$ cat src/rtl/ahb_lite_cmd_master.sv
// ---------------------------------------------------------------------------
// ahb_lite_cmd_master
//
// Purpose:
//   Turns single commands from a simple valid/ready command port into single
//   AHB-Lite transfers (one NONSEQ address phase followed by one data phase).
//   A one-cycle response strobe reports read data and the slave error
//   response. Misaligned or illegal-size commands are answered with an error
//   strobe and never reach the bus. A sticky flag records any run of slave
//   wait states that reaches TIMEOUT cycles. The FSM keeps waiting when that
//   happens; it does not abort the transfer.
//
// Handshakes:
//   Command port: a command transfers on a rising HCLK edge where CMD_VALID
//   and CMD_READY are both high. CMD_READY is high only in IDLE. The command
//   fields must be stable while CMD_VALID is high. Response port: RSP_VALID is
//   a single-cycle strobe with no back-pressure. RSP_RDATA and RSP_ERROR are
//   meaningful only while RSP_VALID is high.
//
// Ports:
//   HCLK, HRESETN         clock, synchronous active-low reset
//   CMD_VALID/CMD_READY   command handshake
//   CMD_WRITE, CMD_ADDR   command direction and byte address
//   CMD_SIZE, CMD_WDATA   command size (0/1/2 = byte/half/word) and write data
//   RSP_VALID             one-cycle response strobe
//   RSP_RDATA, RSP_ERROR  response read data and error indication
//   TIMEOUT_FLAG          sticky wait-state overrun
//   HADDR .. HWDATA       AHB-Lite master outputs
//   HRDATA, HREADY, HRESP AHB-Lite slave inputs
//   DBG_STATE             current FSM state (IDLE=0, ADDR=1, DATA=2, REJ=3)
// ---------------------------------------------------------------------------
module ahb_lite_cmd_master #(
    parameter int AWIDTH  = 10,
    parameter int TIMEOUT = 255
) (
    input  logic              HCLK,
    input  logic              HRESETN,
    // command port
    input  logic              CMD_VALID,
    output logic              CMD_READY,
    input  logic              CMD_WRITE,
    input  logic [AWIDTH-1:0] CMD_ADDR,
    input  logic [2:0]        CMD_SIZE,
    input  logic [31:0]       CMD_WDATA,
    // response port
    output logic              RSP_VALID,
    output logic [31:0]       RSP_RDATA,
    output logic              RSP_ERROR,
    output logic              TIMEOUT_FLAG,
    // AHB-Lite master
    output logic [AWIDTH-1:0] HADDR,
    output logic [1:0]        HTRANS,
    output logic              HWRITE,
    output logic [2:0]        HSIZE,
    output logic [2:0]        HBURST,
    output logic              HMASTLOCK,
    output logic [3:0]        HPROT,
    output logic [31:0]       HWDATA,
    input  logic [31:0]       HRDATA,
    input  logic              HREADY,
    input  logic              HRESP,
    // debug
    output logic [1:0]        DBG_STATE
);

    typedef enum logic [1:0] {
        S_IDLE = 2'd0,
        S_ADDR = 2'd1,
        S_DATA = 2'd2,
        S_REJ  = 2'd3
    } state_t;

    localparam logic [1:0]  LP_HTRANS_IDLE   = 2'b00;
    localparam logic [1:0]  LP_HTRANS_NONSEQ = 2'b10;
    localparam logic [16:0] LP_TIMEOUT       = 17'(TIMEOUT);

    state_t              r_state;
    logic [1:0]          r_htrans;
    logic [AWIDTH-1:0]   r_haddr;
    logic                r_hwrite;
    logic [2:0]          r_hsize;
    logic [31:0]         r_hwdata;
    logic                r_rsp_valid;
    logic [31:0]         r_rsp_rdata;
    logic                r_rsp_error;
    logic                r_timeout_flag;
    logic [15:0]         r_wait_cnt;

    logic                w_accept;
    logic                w_misalign;
    logic [16:0]         w_cnt_next;
    logic                w_cnt_sat;
    logic                w_timeout_hit;

    assign w_accept = CMD_VALID && (r_state == S_IDLE);

    // Sizes above word are illegal on this 32-bit bus; half and word
    // accesses must be naturally aligned.
    assign w_misalign = (CMD_SIZE > 3'd2) ||
                        ((CMD_SIZE == 3'd1) && CMD_ADDR[0]) ||
                        ((CMD_SIZE == 3'd2) && (CMD_ADDR[1:0] != 2'b00));

    // The wait counter is one bit wider here, so the compare against TIMEOUT
    // is correct up to the full 16-bit range. The stored count saturates.
    assign w_cnt_next    = {1'b0, r_wait_cnt} + 17'd1;
    assign w_cnt_sat     = &r_wait_cnt;
    assign w_timeout_hit = (w_cnt_next >= LP_TIMEOUT);

    always_ff @(posedge HCLK) begin
        if (!HRESETN) begin
            r_state        <= S_IDLE;
            r_htrans       <= LP_HTRANS_IDLE;
            r_haddr        <= '0;
            r_hwrite       <= 1'b0;
            r_hsize        <= 3'b000;
            r_hwdata       <= 32'h0;
            r_rsp_valid    <= 1'b0;
            r_rsp_rdata    <= 32'h0;
            r_rsp_error    <= 1'b0;
            r_timeout_flag <= 1'b0;
            r_wait_cnt     <= 16'h0;
        end else begin
            // The response strobe lasts only one cycle unless a branch below
            // sets it again.
            r_rsp_valid <= 1'b0;

            case (r_state)
                S_IDLE: begin
                    if (w_accept) begin
                        // The command registers drive the bus directly. A
                        // rejected command also loads them, but HTRANS stays
                        // IDLE, so the slave ignores them.
                        r_haddr    <= CMD_ADDR;
                        r_hwrite   <= CMD_WRITE;
                        r_hsize    <= CMD_SIZE;
                        r_hwdata   <= CMD_WDATA;
                        r_wait_cnt <= 16'h0;
                        if (w_misalign) begin
                            r_state     <= S_REJ;
                            r_rsp_valid <= 1'b1;
                            r_rsp_error <= 1'b1;
                            r_rsp_rdata <= 32'h0;
                        end else begin
                            r_state  <= S_ADDR;
                            r_htrans <= LP_HTRANS_NONSEQ;
                        end
                    end
                end

                S_ADDR: begin
                    if (HREADY) begin
                        r_state    <= S_DATA;
                        r_htrans   <= LP_HTRANS_IDLE;
                        r_wait_cnt <= 16'h0;
                    end else begin
                        // Address-phase outputs hold while the bus is stalled.
                        if (!w_cnt_sat) begin
                            r_wait_cnt <= w_cnt_next[15:0];
                        end
                        if (w_timeout_hit) begin
                            r_timeout_flag <= 1'b1;
                        end
                    end
                end

                S_DATA: begin
                    if (HREADY) begin
                        // An error response exits here like any other
                        // completion, so a two-cycle error ends the command
                        // without a retry.
                        r_state     <= S_IDLE;
                        r_rsp_valid <= 1'b1;
                        r_rsp_error <= HRESP;
                        r_rsp_rdata <= r_hwrite ? 32'h0 : HRDATA;
                        r_wait_cnt  <= 16'h0;
                    end else begin
                        if (!w_cnt_sat) begin
                            r_wait_cnt <= w_cnt_next[15:0];
                        end
                        if (w_timeout_hit) begin
                            r_timeout_flag <= 1'b1;
                        end
                    end
                end

                S_REJ: begin
                    r_state <= S_IDLE;
                end

                default: begin
                    r_state  <= S_IDLE;
                    r_htrans <= LP_HTRANS_IDLE;
                end
            endcase
        end
    end

    assign CMD_READY    = (r_state == S_IDLE);
    assign RSP_VALID    = r_rsp_valid;
    assign RSP_RDATA    = r_rsp_rdata;
    assign RSP_ERROR    = r_rsp_error;
    assign TIMEOUT_FLAG = r_timeout_flag;

    assign HADDR        = r_haddr;
    assign HTRANS       = r_htrans;
    assign HWRITE       = r_hwrite;
    assign HSIZE        = r_hsize;
    assign HWDATA       = r_hwdata;

    // Single, unlocked, privileged data accesses only.
    assign HBURST       = 3'b000;
    assign HMASTLOCK    = 1'b0;
    assign HPROT        = 4'b0011;

    assign DBG_STATE    = r_state;

endmodule

$ cat config.mk
export PLATFORM = sky130hd
export DESIGN_NAME = ahb_lite_cmd_master
export DESIGN_NICKNAME = d
export VERILOG_FILES = /design/src/rtl/ahb_lite_cmd_master.sv
export SDC_FILE = /design/constraint.sdc
export NUM_CORES = 1
export LEC_CHECK = 0
export ABC_CLOCK_PERIOD_IN_PS = 3300
export CORE_AREA = 4 4 92 115
export CTS_CLUSTER_DIAMETER = 60
export DETAILED_ROUTE_END_ITERATION = 12
export DIE_AREA = 0 0 96 119
export PLACE_DENSITY = 0.85
export SLEW_MARGIN = 20
export SYNTH_ARGS = -nofsm -noshare
export SYNTH_HDL_FRONTEND = slang
export SYNTH_SLANG_ARGS = --single-unit
$ cat constraint.sdc
create_clock -name HCLK -period 3.3 [get_ports HCLK]
set_clock_uncertainty 0.15 [all_clocks]
set_input_delay 0.825 -clock HCLK [delete_from_list [all_inputs] [get_ports HCLK]]
set_output_delay 0.825 -clock HCLK [all_outputs]
set_load 0.01 [all_outputs]
==> implementation parameters <==
Parameter                              Value

STA
  Top achievable clock speed ... 357 MHz
  Final setup violating endpoints ... 0
  RSZ-0062 raised after global routing ... no
  Slew Limit Headroom ... 53.2%
  Number of hold violations in the final report ... 0
  Total negative slack ... 0 ns
  Min Tclk post-route ... 2.80 ns
  Actual slew at the worst max-slew pin ... 0.702 ns
  Post-route fraction of the period consumed by the critical path ... 84.9%
  Max-slew violation total from the final report ... 0
  Fin Hold WS ... 0.303 ns

Finish
  Most common cell after layout, fill and taps aside ... nand2_1
  Filler Cells Inserted ... 740
  Area growth syn-to-layout ... 46.0%
  Number of antenna diodes ... 0
  Commonest non-fill, non-tap cells in the layout ... nand2_1 (180), clkdlybuf4s50_1 (167), dfxtp_1 (100), a21oi_1 (58), mux2i_1 (34)
  Ratio of cells with drive above 1 in the final layout ... 4.89%
  Nets ... 780

Clocking
  H-tree levels ... 3
  Cts-stage hold buffer count ... 0
  Buffer depth of the longest clock path ... 2
  Inserted Clock Buffers ... 9
  Setup repair bufs after CTS ... 0
  Clock latency on the worst-skew pair ... 0.34 ns
  Number of clock sinks seen by CTS ... 100
  Master cell of the clock root buffer ... clkbuf_16
  Resized cells post-CTS ... 0
  Clock Pin Slew Worst Setup and Hold Paths ... 0.07 ns
  Clock tree from TritonCTS ... yes

Global routing
  First-pass GRT wire length ... 19900 um
  Final global-route overflow total ... 0
  Pin count of the biggest net entering global routing ... 51
  Number of antenna violations at the first check in global routing ... 0
  Via count of the first global-routing pass ... 4172
  Total global routing track utilization ... 21.7%

Placement
  DP HPWL ... 9090 um
  Final Wtd Congestion ... 0.850
  PortBufs ... 167

Critical path
  CP Capture Type ... primary output
  Worst path arrival time ... 1.83 ns
  Crit Path Max Fanout ... 11
  Required time of the critical path ... 2.32 ns
  Category of the worst setup path launch point ... flop
  Worst Path Class, Setup ... flop to primary output

Synthesis
  Post-synthesis instance area ... 4370 um^2
  Average footprint of a synthesized cell ... 8.08 um^2
  Post-synth EDFFs ... 0
  Sequential area share after synthesis ... 45.8%
  Distinct cells, synth ... 54
  Share of synthesized flip-flops with an asynchronous set or reset ... 0%
  Post-synthesis sequential element count ... 100
  Count of yosys warnings during synthesis ... 0
  Post-Synthesis Cells ... 541
  Flip-flop cell with the highest count after synthesis ... dfxtp_1

Detailed routing
  Remaining routing DRC violations ... 0
  Via count of the routed design ... 4374
  Number of vias per cell after detailed routing ... 5.32
  Routed Wire Length ... 12700 um
  Detailed router's first-iteration violation count ... 413
  Antenna-violating nets left ... 0
  Total iterations of the first detailed-routing run ... 6
  Post-detailed-route wirelength per cell ... 15.5 um

Floorplanning
  Placement row count ... 40
  Horizontal die dimension ... 96 um
  Initial core utilization ... 45.7%
  Area of the core ... 9560 um^2
  Die H ... 119 um
  Top-Level Pins ... 177
  Total die area ... 11400 um^2

Power
  Leakage ... 2.39 nW
  Power per cell area ... 629 nW/um^2
  Largest vdd supply drop ... 0.374 mV

Hold path
  Path type of the worst min-delay path ... flop to flop

Run status
  Status ... finished clean

Job
  Number of maximum-capacitance violations ... 0
power breakdown:
part / switching [mW] / leakage [nW] / internal [mW]
logic: 0.810 / 1.44 / 0.726
registers: 0.0980 / 0.814 / 1.37
clock network: 0.467 / 0.134 / 0.542
layer usage:
metal | global-route usage (%) | vias to the layer above | part of all wire (%)
li1 | - | 2120 | -
met1 | 24.4 | 2018 | 38
met2 | 38.4 | 205 | 52
met3 | 5.12 | 31 | 6.6
met4 | 8.99 | 0 | 3.0
met5 | 0 | - | 0
cells in the mapped netlist (all sizes together) (6+ instances only):
library cell	number	area, um^2
nor2	15	56.3
nand3	8	45.0
buf	15	105
a31oi	7	43.8
nand2	180	676
a21oi	58	290
o211ai	6	50.1
or4	7	52.6
o21ai	14	73.8
ha	6	75.1
inv	6	22.5
mux2i	34	340
clkbuf	29	109
dfxtp	100	2000
metrics by stage:
stage	setup WS [ns]	cells	utilization, %	total power [mW]	cell area, um^2
2_1_floorplan	0.982	548	-	2.39	4400
3_3_place_gp	0.369	806	63.8	2.97	6100
3_5_place_dp	0.268	806	63.8	3.01	6100
4_1_cts	0.498	822	66.8	4.03	6380
5_1_grt	0.411	822	66.8	4.22	6380
6_report	0.498	822	66.8	4.01	6380
cell type report:
cell class | count | area, um^2 | area share, %
repair buffers | 176 | 1750 | 27.4
clock inverters | 5 | 43.8 | 0.686
inverters | 6 | 22.5 | 0.353
multi-input cells | 398 | 2160 | 33.9
well taps | 126 | 158 | 2.47
flip-flops and latches | 100 | 2000 | 31.4
clock buffers | 11 | 243 | 3.80
flip-flops by register name, indices dropped and copies added, names as in the netlist:
register and count:
RSP_ERROR 1, HTRANS 1, HWDATA 32, HADDR 10
DBG_STATE 2, HWRITE 1, RSP_RDATA 32, RSP_VALID 1
HSIZE 3, TIMEOUT_FLAG 1, r_wait_cnt 16
final timing paths:
check	end	startpoint	cells after the start	slack, ns
max	CMD_READY	DBG_STATE[0]	3	0.50
max reg2reg	r_wait_cnt[5]	DBG_STATE[0]	7	0.80
min	HWDATA[19]	HWDATA[19]	2	0.30
min reg2reg	HWDATA[19]	HWDATA[19]	2	0.30
critical path: stages (launching register included):
cell             delay [ns]
dfxtp_1                0.37
inv_1                  0.10
ha_1                   0.37
clkdlybuf4s50_1        0.64
cells by family after synthesis:
logic type,Yosys count,share of synthesized area [%]
and+or+nand+nor,236,23.0
buffers and inverters,50,5.41
muxes,35,8.04
adders and majority gates,6,1.72
xor gates and xnor gates,4,0.802
AOI/OAI and AO/OA,108,15.0
DFF,100,45.8
other,2,0.172
No activity file was read; power rests on OpenSTA's default activity.
